[src/rtl/spram_rr_arbiter.sv]
// Round-robin arbiter that shares one single-port RAM between NUM_REQ requesters.
// Reads are tracked through the RAM's fixed latency so each result returns only to its issuer.
module spram_rr_arbiter #(
    parameter  int DATA_WIDTH = 8,
    parameter  int RAM_DEPTH  = 256,
    parameter  int NUM_REQ    = 4,
    parameter  int RAM_RD_LAT = 2,
    localparam int AW         = $clog2(RAM_DEPTH),
    localparam int IW         = $clog2(NUM_REQ)
) (
    input  logic                       clk,
    input  logic                       rst,
    input  logic [NUM_REQ-1:0]         req_valid,
    output logic [NUM_REQ-1:0]         req_ready,
    input  logic [NUM_REQ-1:0]         req_we,
    input  logic [NUM_REQ*AW-1:0]      req_addr,
    input  logic [NUM_REQ*DATA_WIDTH-1:0] req_wdata,
    output logic [NUM_REQ-1:0]         rsp_valid,
    output logic [DATA_WIDTH-1:0]      rsp_rdata,
    output logic [AW-1:0]              ram_addr,
    output logic [DATA_WIDTH-1:0]      ram_din,
    output logic                       ram_wr_en,
    input  logic [DATA_WIDTH-1:0]      ram_dout
);

    logic [IW-1:0]         ptr_q, ptr_d;
    logic [IW-1:0]         winner;
    logic                  found;
    logic                  rd_xfer;
    logic [RAM_RD_LAT-1:0] vld_q;
    logic [IW-1:0]         id_q [RAM_RD_LAT];

    // Two passes: requesters at or above the pointer first, then wrap to the low indices.
    always_comb begin
        found  = 1'b0;
        winner = '0;
        for (int i = 0; i < NUM_REQ; i++) begin
            if (!found && req_valid[i] && (i >= int'(ptr_q))) begin
                found  = 1'b1;
                winner = IW'(i);
            end
        end
        for (int i = 0; i < NUM_REQ; i++) begin
            if (!found && req_valid[i]) begin
                found  = 1'b1;
                winner = IW'(i);
            end
        end
    end

    always_comb begin
        req_ready = '0;
        for (int i = 0; i < NUM_REQ; i++) begin
            req_ready[i] = found && (winner == IW'(i));
        end
    end

    // Grant is one-hot, so an OR-style mux over the granted lane is sufficient.
    always_comb begin
        ram_addr  = '0;
        ram_din   = '0;
        ram_wr_en = 1'b0;
        for (int i = 0; i < NUM_REQ; i++) begin
            if (req_ready[i]) begin
                ram_addr  = req_addr[i*AW +: AW];
                ram_din   = req_wdata[i*DATA_WIDTH +: DATA_WIDTH];
                ram_wr_en = req_we[i];
            end
        end
        rd_xfer = found && !ram_wr_en;
    end

    always_comb begin
        ptr_d = ptr_q;
        if (found) begin
            ptr_d = (winner == IW'(NUM_REQ - 1)) ? '0 : winner + IW'(1);
        end
    end

    always_ff @(posedge clk or posedge rst) begin
        if (rst) begin
            ptr_q <= '0;
            vld_q <= '0;
            for (int k = 0; k < RAM_RD_LAT; k++) begin
                id_q[k] <= '0;
            end
        end else begin
            ptr_q    <= ptr_d;
            vld_q[0] <= rd_xfer;
            id_q[0]  <= winner;
            for (int k = 1; k < RAM_RD_LAT; k++) begin
                vld_q[k] <= vld_q[k-1];
                id_q[k]  <= id_q[k-1];
            end
        end
    end

    always_comb begin
        rsp_valid = '0;
        for (int i = 0; i < NUM_REQ; i++) begin
            rsp_valid[i] = vld_q[RAM_RD_LAT-1] && (id_q[RAM_RD_LAT-1] == IW'(i));
        end
    end

    assign rsp_rdata = ram_dout;

endmodule

[config.mk]
export PLATFORM = sky130hd
export DESIGN_NAME = spram_rr_arbiter
export DESIGN_NICKNAME = d
export VERILOG_FILES = /design/src/rtl/spram_rr_arbiter.sv
export SDC_FILE = /design/constraint.sdc
export NUM_CORES = 1
export LEC_CHECK = 0
export BUFFER_PORTS_ARGS = -buffer_cell sky130_fd_sc_hd__buf_2
export CAP_MARGIN = 25
export CORE_MARGIN = 3
export CORE_UTILIZATION = 37
export CTS_CLUSTER_DIAMETER = 120
export CTS_CLUSTER_SIZE = 14
export DETAILED_ROUTE_END_ITERATION = 10
export PLACE_DENSITY_LB_ADDON = 0.12
export SLEW_MARGIN = 20
export SYNTH_ARGS = -nofsm -noshare
export SYNTH_HDL_FRONTEND = slang
export SYNTH_SLANG_ARGS = --single-unit
[constraint.sdc]
create_clock -name clk -period 3.52 [get_ports clk]
set_input_delay 0.704 -clock clk [delete_from_list [all_inputs] [get_ports clk]]
set_output_delay 0.704 -clock clk [all_outputs]
set_load 0.005 [all_outputs]
**Word level (Yosys, flattened, before mapping)**

Index checks and enable logic that the tools add are counted.

- Output and inout bits: 33
- Register bits after elaboration: 8

- Reduce and logical (&&, ||, !) cells: 29
- Multiplexer cells: 28
- Eq/ne operators: 6
- $add $sub $neg: 1
- Magnitude comparators: 3

Operators with widths:

| cell | count |
|---|---|
| 2-to-1 mux 8 bit | 8 |
| logical AND 1 bit | 19 |
| 2-to-1 mux 2 bit | 7 |
| 2-to-1 mux 1 bit | 13 |
| equality test 2 bit, second input constant | 4 |
| zero test 1 bit | 8 |
| equality test 2 x 1 -> 1 bit, second input constant | 2 |
| greater-or-equal comparator 1 x 2 -> 1 bit, first input constant | 2 |
| zero test 2 bit | 2 |
| adder 2 x 1 -> 2 bit, second input constant | 1 |
| greater-or-equal comparator 2 bit, first input constant | 1 |

**Longest topological paths before layout**

Gate-level depths: netlist of run 1.

- Depth in word-level cells: 34
- Mapped depth: 14
- Gate-level depth less buffers: 11

**Worst setup path before layout of run 1**

OpenSTA, ideal clock, no wires.

- Path kind: input-to-output
- Start: input req_valid[0]
- End: output ram_addr[0]
- Slack: 0.497 ns
- Stages on the path: 13
- Arrival time: 2.319 ns
- Cell sequence: and2b_1 a21oi_1 o22ai_1 a21oi_1 inv_1 ha_1 o41a_1 buf_2 buf_2 nand2_1 a21oi_1 a211oi_2 o21ai_1

- Cells in the longest elaborated chain, start to end: 31
- Elaborated cells between the ends (all ways): 44

RTL lines:

| element | RTL line | source |
|---|---|---|
| start, declared | 13 | `input logic [NUM_REQ-1:0] req_valid,` |
| logical AND 1 bit | 38 | `if (!found && req_valid[i] && (i >= int'(ptr_q))) begin` |
| 2-to-1 mux 1 bit | 38 |  |
| zero test 1 bit | 38 |  |
| logical AND 1 bit (2 in a row) | 38 |  |
| 2-to-1 mux 1 bit | 38 |  |
| zero test 1 bit | 38 |  |
| logical AND 1 bit (2 in a row) | 38 |  |
| 2-to-1 mux 1 bit | 38 |  |
| [... 11 more ...] | -- |  |
| 2-to-1 mux 1 bit | 44 | `if (!found && req_valid[i]) begin` |
| zero test 1 bit | 44 |  |
| logical AND 1 bit | 44 |  |
| 2-to-1 mux 2 bit | 44 |  |
| zero test 2 bit | 54 | `req_ready[i] = found && (winner == IW'(i));` |
| logical AND 1 bit (*) | 54 |  |
| net req_ready[0] | 14 | `output logic [NUM_REQ-1:0] req_ready,` |
| 2-to-1 mux 8 bit (*) (4 in a row) | 64 | `if (req_ready[i]) begin` |
| end, declared | 20 | `output logic [AW-1:0] ram_addr,` |

The timed path passes the listed nets; every way through them passes the cells marked *.

**Final worst setup path of run 1**

- Start: input req_valid[0]
- End: output ram_addr[7]

- Cells in the longest elaborated chain, start to end: 31
- Elaborated cells between the ends (all ways): 44

RTL lines:

| element | RTL line |
|---|---|
| logical AND 1 bit | 38 |
| 2-to-1 mux 1 bit | 38 |
| zero test 1 bit | 38 |
| logical AND 1 bit (2 in a row) | 38 |
| 2-to-1 mux 1 bit | 38 |
| zero test 1 bit | 38 |
| logical AND 1 bit (2 in a row) | 38 |
| 2-to-1 mux 1 bit | 38 |
| [... 11 more ...] | -- |
| 2-to-1 mux 1 bit | 44 |
| zero test 1 bit | 44 |
| logical AND 1 bit | 44 |
| 2-to-1 mux 2 bit | 44 |
| zero test 2 bit | 54 |
| logical AND 1 bit | 54 |
| 2-to-1 mux 8 bit (3 in a row) | 64 |
| 2-to-1 mux 8 bit (*) | 64 |

Every way passes the cells marked *; elsewhere a longest branch is shown, timed or not.

==> flow_summary.ini, run 1 <==
[sta]
layout_worst_path_cycle_share = 0.9339
report.final.slew_viol_count = 0
setup_violations = 0
finalSetupTns_ns = 0
max-slew-margin-rel = 0.7202
max_freq_mhz = 304.2
grt_setup_unrepaired = no
whs_ns = 0.3448
hold_viol_final = 0
worstMarginPinSlew_ns = 0.4198
fin_crit_ns = 3.287
skew_ns = 0.001433

[global_routing]
track_usage = 0.1971
met2_usage = 0.3582
grt_pass1_vias = 1477
grt_use_met3 = 0.04137
overflow = 0
grt_antenna_before_repair = 0
top_usage_layer = met2
grtUsageMet1 = 0.2303
grt_max_degree = 19
grt_pass1_wl_um = 6513

[routing]
drc = 0
vias = 1522
drt-total-wl_um = 3883
drt-initial-drc-count = 43
viasPerCell = 5.007
dr.pass1.iters = 4
wl_per_cell_um = 12.77
route.antenna.remaining_nets = 0

[worst_setup_path]
worst-path-buf-inv = 4
critical_path_arrival_ns = 2.58
reg2reg_from = ptr_q[0]$_DFFE_PP0P_
critical_path.max_stage_delay_ns = 0.33
rr_worst_depth = 11
worst_path_dominant_cell_family = buffers and inverters
required_ns = 2.82
regToRegSetupSlack_ns = 1.29
end_kind = output pin
critical_path_class = in2out
path_cells = buf_2, and2b_1, a21oi_1, o22ai_1, a21oi_1, buf_4, ha_1, nand2_1, inv_2, nand2_1, o21ai_1, buf_2
startpoint_type = input port
cpMaxStageDelayCell = inv_2
worstReg2RegEnd = vld_q[0]$_DFF_PP0_
worstPathMaxFanout = 18

[clock_tree]
clock_latency_ns = 0.24
cts_tree = done
clk_pin_slew_ns = 0.05
cts-buffers-inserted = 3
cts_hold_buf = 0
cts_max_path_buffers = 2
root_buffer = clkbuf_4
cts_sinks = 8
cts.htree.levels = 1

[worst_hold_path]
min_to = vld_q[1]$_DFF_PP0_
whs_path_depth = 0
min_from = vld_q[0]$_DFF_PP0_
hold_path_class = reg2reg

[power_and_ir_drop]
pwr-share-seq = 0.179
power_density_mw_per_mm2 = 583.7
p_leak_uw = 0.0008499
ir_worst_vdd_v = 0.0002397
swShare = 0.4771
p_switching_uw = 463.5
p_comb_frac = 0.756
internal-power_uw = 507.9
clkPwrFrac = 0.065

[die]
core_mm2 = 0.002900
die_area_mm2 = 0.003921
rows = 19
die_w_um = 62.62
floorplan.initialDensity = 0.4090
fp.dieH_um = 62.62
io_pins = 115

[finish]
antenna_cells = 0
syn2layout_area_growth_pct = 40.30
drive_above_1_share = 0.4771
final_nets = 348
design_area_mm2 = 0.001664

[logic_synthesis]
netlist-cell-type-count = 34
syn_area_per_cell_um2 = 6.856
synth-seq-cells = 8
netlist_instances = 173
syn_nets = 257
syn_area_mm2 = 0.001186
ys_seq_area_frac = 0.1688
synth_top_area_cell = dfrtp_1
synth_warnings = 0
synth_top_area_share = 0.1688
yosys-top-cells-area = dfrtp_1, nand2_1, a211oi_2

[status]
status = finished clean

[place]
dpl_cell_area_mm2 = 0.001640
hpwlAfterDp_um = 3112
port_buffers = 98
gp_congestion = 0.8137

[run]
cap_violations = 0
logic make-up after synthesis:
group / Yosys count / synth area share
compound gates: 81 / 0.4589
simple gates: 54 / 0.1952
mux: 1 / 0.009493
fa+ha+maj: 2 / 0.02109
buf+inv: 27 / 0.1466
flops: 8 / 0.1688
timing repair:
action                                  4_1_cts  5_1_grt
endpoints found under the setup margin        0       17
resized for setup                             0        1
setup buffers                                 0        0
through the flow:
stage | setup slack (ns) | util | cells | total power (uW)
3_3_place_gp | 0.1598 | 0.5656 | 301 | 913.3
2_1_floorplan | 0.4965 | - | 173 | 667.1
5_1_grt | 0.001418 | 0.5738 | 304 | 1088
4_1_cts | 0.07726 | 0.5733 | 304 | 984.4
3_5_place_dp | 0.08900 | 0.5656 | 301 | 915.5
6_report | 0.2328 | 0.5738 | 304 | 971.4
area by class of cell:
type | count | area, um2
Clock buffer | 3 | 22.52
Fill cell | 318 | 1236
Inverter | 8 | 32.53
Multi-Input combinational cell | 138 | 813.3
Sequential cell | 8 | 200.2
Tap cell | 42 | 52.55
Timing Repair Buffer | 105 | 543.0
worst max-delay path by stage:
stage / endpoint / cells past startpoint / start
global placement: ram_wr_en / 13 / req_valid[0]
floorplan: ram_addr[0] / 13 / req_valid[0]
detailed placement: ram_wr_en / 13 / req_valid[0]
finish: ram_addr[7] / 12 / req_valid[0]
CTS: ram_wr_en / 13 / req_valid[0]
global route: ram_din[6] / 12 / req_valid[0]
worst reg2reg max path, stage by stage (launching register included):
cell      delay (ns)
dfrtp_1         0.47
and2b_1         0.24
a21oi_1         0.12
o22ai_1         0.11
a21oi_1         0.19
inv_1           0.06
ha_1            0.19
o41a_2          0.22
nand2_1         0.13
a21oi_1         0.05
a211oi_2        0.24
o21a_1          0.15
synthesized netlist by cell type (all sizes together):
master,n
clkbuf,2
nor2b,2
o22a,1
a211oi,17
o22ai,2
a21boi,1
and3b,1
ha,2
a21oi,22
nand2,38
and2b,1
and3,1
dfrtp,8
nand3,1
o21a,1
nor2,6
mux2,1
o21ai,35
inv,8
nand2b,2
o41a,1
nor3b,1
o311ai,1
buf,17
and2,1
registers in the layout (all words and copies together) (netlist names):
signal and count:
vld_q 2, ptr_q 2, id_q 4
cells in the final DEF (no fill, tap or decap), types with 2 or more instances in the layout:
master,n
a211oi_1,7
a211oi_2,10
a21oi_1,21
buf_2,98
buf_4,7
clkbuf_4,3
dfrtp_1,8
ha_1,2
inv_1,6
nand2_1,38
nand2b_1,2
nor2_1,6
nor2b_1,2
o21ai_0,16
o21ai_1,18
o22ai_1,2
power by group through the flow:
stage                     registers (uW)  clock network [uW]  logic [uW]
after floorplan                      153                   0         514
after global placement               173                   0         740
after detailed placement             174                   0         741
after CTS                            173                66.2         745
after global routing                 180                71.2         836
final                                174                63.2         734
routing by layer:
metal	vias to the layer above	routed length, um
met5	-	0
met3	10	360
li1	790	-
met1	652	1656
met2	70	1820
met4	0	45
Power figures use the tool's default switching activity.
==> run 2: changes to the inputs <==
--- a/config.mk
+++ b/config.mk
@@ -8,10 +8,11 @@
 export BUFFER_PORTS_ARGS = -buffer_cell sky130_fd_sc_hd__buf_2
 export CAP_MARGIN = 25
 export CORE_MARGIN = 3
-export CORE_UTILIZATION = 37
+export CORE_UTILIZATION = 33
 export CTS_CLUSTER_DIAMETER = 120
 export CTS_CLUSTER_SIZE = 14
 export DETAILED_ROUTE_END_ITERATION = 10
+export GPL_TIMING_DRIVEN = 0
 export PLACE_DENSITY_LB_ADDON = 0.12
 export SLEW_MARGIN = 20
 export SYNTH_ARGS = -nofsm -noshare
==> constraint.sdc (replaced) <==
create_clock -name clk -period 2.8 [get_ports clk]
set_input_delay 0.56 -clock clk [delete_from_list [all_inputs] [get_ports clk]]
set_output_delay 0.56 -clock clk [all_outputs]
set_load 0.005 [all_outputs]
==> run 2 against run 1 <==
The flow now finishes with violations (negative setup slack); critical path depth grew 3; die area grew 11%; global-route usage grew 0.22 points; clock skew grew 0.0031 ns; clock-buffer cell count is the same; register-to-register slack lost 0.73 ns; wire length grew 16%; cell area grew 22%; clock power grew 35%; cell count grew 11%; sequential share of layout area shrank 2.1 points; largest cell class unchanged; highest routed layer unchanged.
==> flow_summary.ini, run 2 (synthesis results as in run 1) <==
[global_routing]
grt_antenna_before_repair = 0
grt_max_degree = 11
grt_pass1_wl_um = 6989
track_usage = 0.1993
grt_pass1_vias = 1587
overflow = 0

[clock_tree]
cts_sinks = 8
cts_max_path_buffers = 2
cts_hold_buf = 0
clock_latency_ns = 0.25
root_buffer = clkbuf_4
cts.htree.levels = 1
clk_pin_slew_ns = 0.05
cts-buffers-inserted = 3
cts_tree = done

[sta]
setup_slack_ns = -0.1913
report.final.slew_viol_count = 0
layout_worst_path_cycle_share = 1.068
max_freq_mhz = 334.3
worstMarginPinSlew_ns = 0.5147
hold_viol_final = 0
skew_ns = 0.004484
max-slew-margin-rel = 0.6568
grt_setup_unrepaired = yes
fin_crit_ns = 2.991
setup_violations = 17
finalSetupTns_ns = -1.838

[routing]
drt-initial-drc-count = 29
wl_per_cell_um = 13.44
wirelength_met1_um = 1806
met2_length_um = 2284
vias = 1697
met3_length_um = 388
viasPerCell = 5.051
drt-total-wl_um = 4515
routed.top_layer = met4
dr.pass1.iters = 4
route.antenna.remaining_nets = 0
drc = 0

[place]
placed_cells = 325
dp_slack_ns = -0.4133
hpwlAfterDp_um = 3235
port_buffers = 106
gp_congestion = 0.7768

[finish]
finalNonFillerCells = 336
final_common_cell = buf_2
fillers = 355
regMostFlops = id_q
antenna_cells = 0
largestRegisters = id_q: 4 flops, ptr_q: 2 flops, vld_q: 2 flops
syn2layout_area_growth_pct = 70.78
final_nets = 376
fin_util = 0.5976
drive_above_1_share = 0.6483
largest_reg_flops = 4
final_cell_mix = buf_2, nand2_1, o21ai_1, a21oi_2, o21ai_0

[worst_setup_path]
cpMaxStageDelayCell = and2b_2
worstPathMaxFanout = 5
required_ns = 2.24
worst_path_dominant_cell_family = compound AO/OA/AOI/OAI gates
critical_path_arrival_ns = 2.43
path_cells = buf_8, and2b_2, a21oi_2, o22ai_2, a21oi_2, inv_1, ha_2, o41a_1, buf_6, buf_4, nand2_1, a21oi_1, a211oi_1, o21ai_1, buf_2
startpoint_type = input port
cp_common_cell = a21oi_2
critical_path.max_stage_delay_ns = 0.21
end_kind = output pin
critical_path_class = in2out
worst-path-buf-inv = 5

[die]
fp.dieH_um = 65.95
io_pins = 115
core_mm2 = 0.003390
die_area_mm2 = 0.004349
rows = 21
floorplan.initialDensity = 0.3499
die_w_um = 65.95

[power_and_ir_drop]
p_leak_uw = 0.001000
ir_worst_vdd_v = 0.0002992
power_density_mw_per_mm2 = 733.4
p_total_uw = 1486

[worst_hold_path]
hold_path_class = in2async

[run]
cap_violations = 0

[status]
status = complete, but fails checks
violations = negative setup slack
## run 2: layout make-up
cell class | count | area, um2 | area share
buffer | 19 | 161.4 | 0.07968
clock buffer | 3 | 22.52 | 0.01112
inverter | 8 | 35.03 | 0.01729
multi-input combinational | 138 | 945.9 | 0.4670
sequential | 8 | 201.4 | 0.09944
tap | 46 | 57.56 | 0.02841
timing repair buffer | 114 | 601.8 | 0.2971
## run 2: worst paths after layout
check	cells past startpoint	endpoint	from	slack, ns
max	15	ram_din[7]	req_valid[0]	-0.19
min	2	vld_q[0]$_DFF_PP0_	rst	0.25
max reg2reg	13	vld_q[0]$_DFF_PP0_	ptr_q[0]$_DFFE_PP0P_	0.56
min reg2reg	0	id_q[1]$_DFF_PP0_	id_q[3]$_DFF_PP0_	0.34
max in group asynchronous	2	ptr_q[0]$_DFFE_PP0P_	rst	2.31
min in group clk	0	id_q[1]$_DFF_PP0_	id_q[3]$_DFF_PP0_	0.34
## run 2: power by group
group	total, uW	internal, uW	switching [uW]
combinational	1210	567	641
clock	85.4	48.9	36.5
sequential	193	167	25.7
total	1490	782	703
## run 2: timing repair
item,4_1_cts,5_1_grt
pin swaps,30,8
resized for setup,37,16
endpoints found under the setup margin,19,18
gates cloned,2,0
buffers inserted,4,2
## run 2: layer usage
metal,track usage,vias to the layer above
li1,-,849
met1,0.2387,761
met2,0.3655,83
met3,0.03231,4
met4,0.05076,0
met5,0,-
## run 2: through the flow
step	hold slack, ns	area [um2]
after global placement	0.3316	1774
after global routing	0.2735	2026
after detailed placement	0.3358	1774
after floorplan	0.3312	1186
after CTS	0.2511	1957
final	0.2457	2026
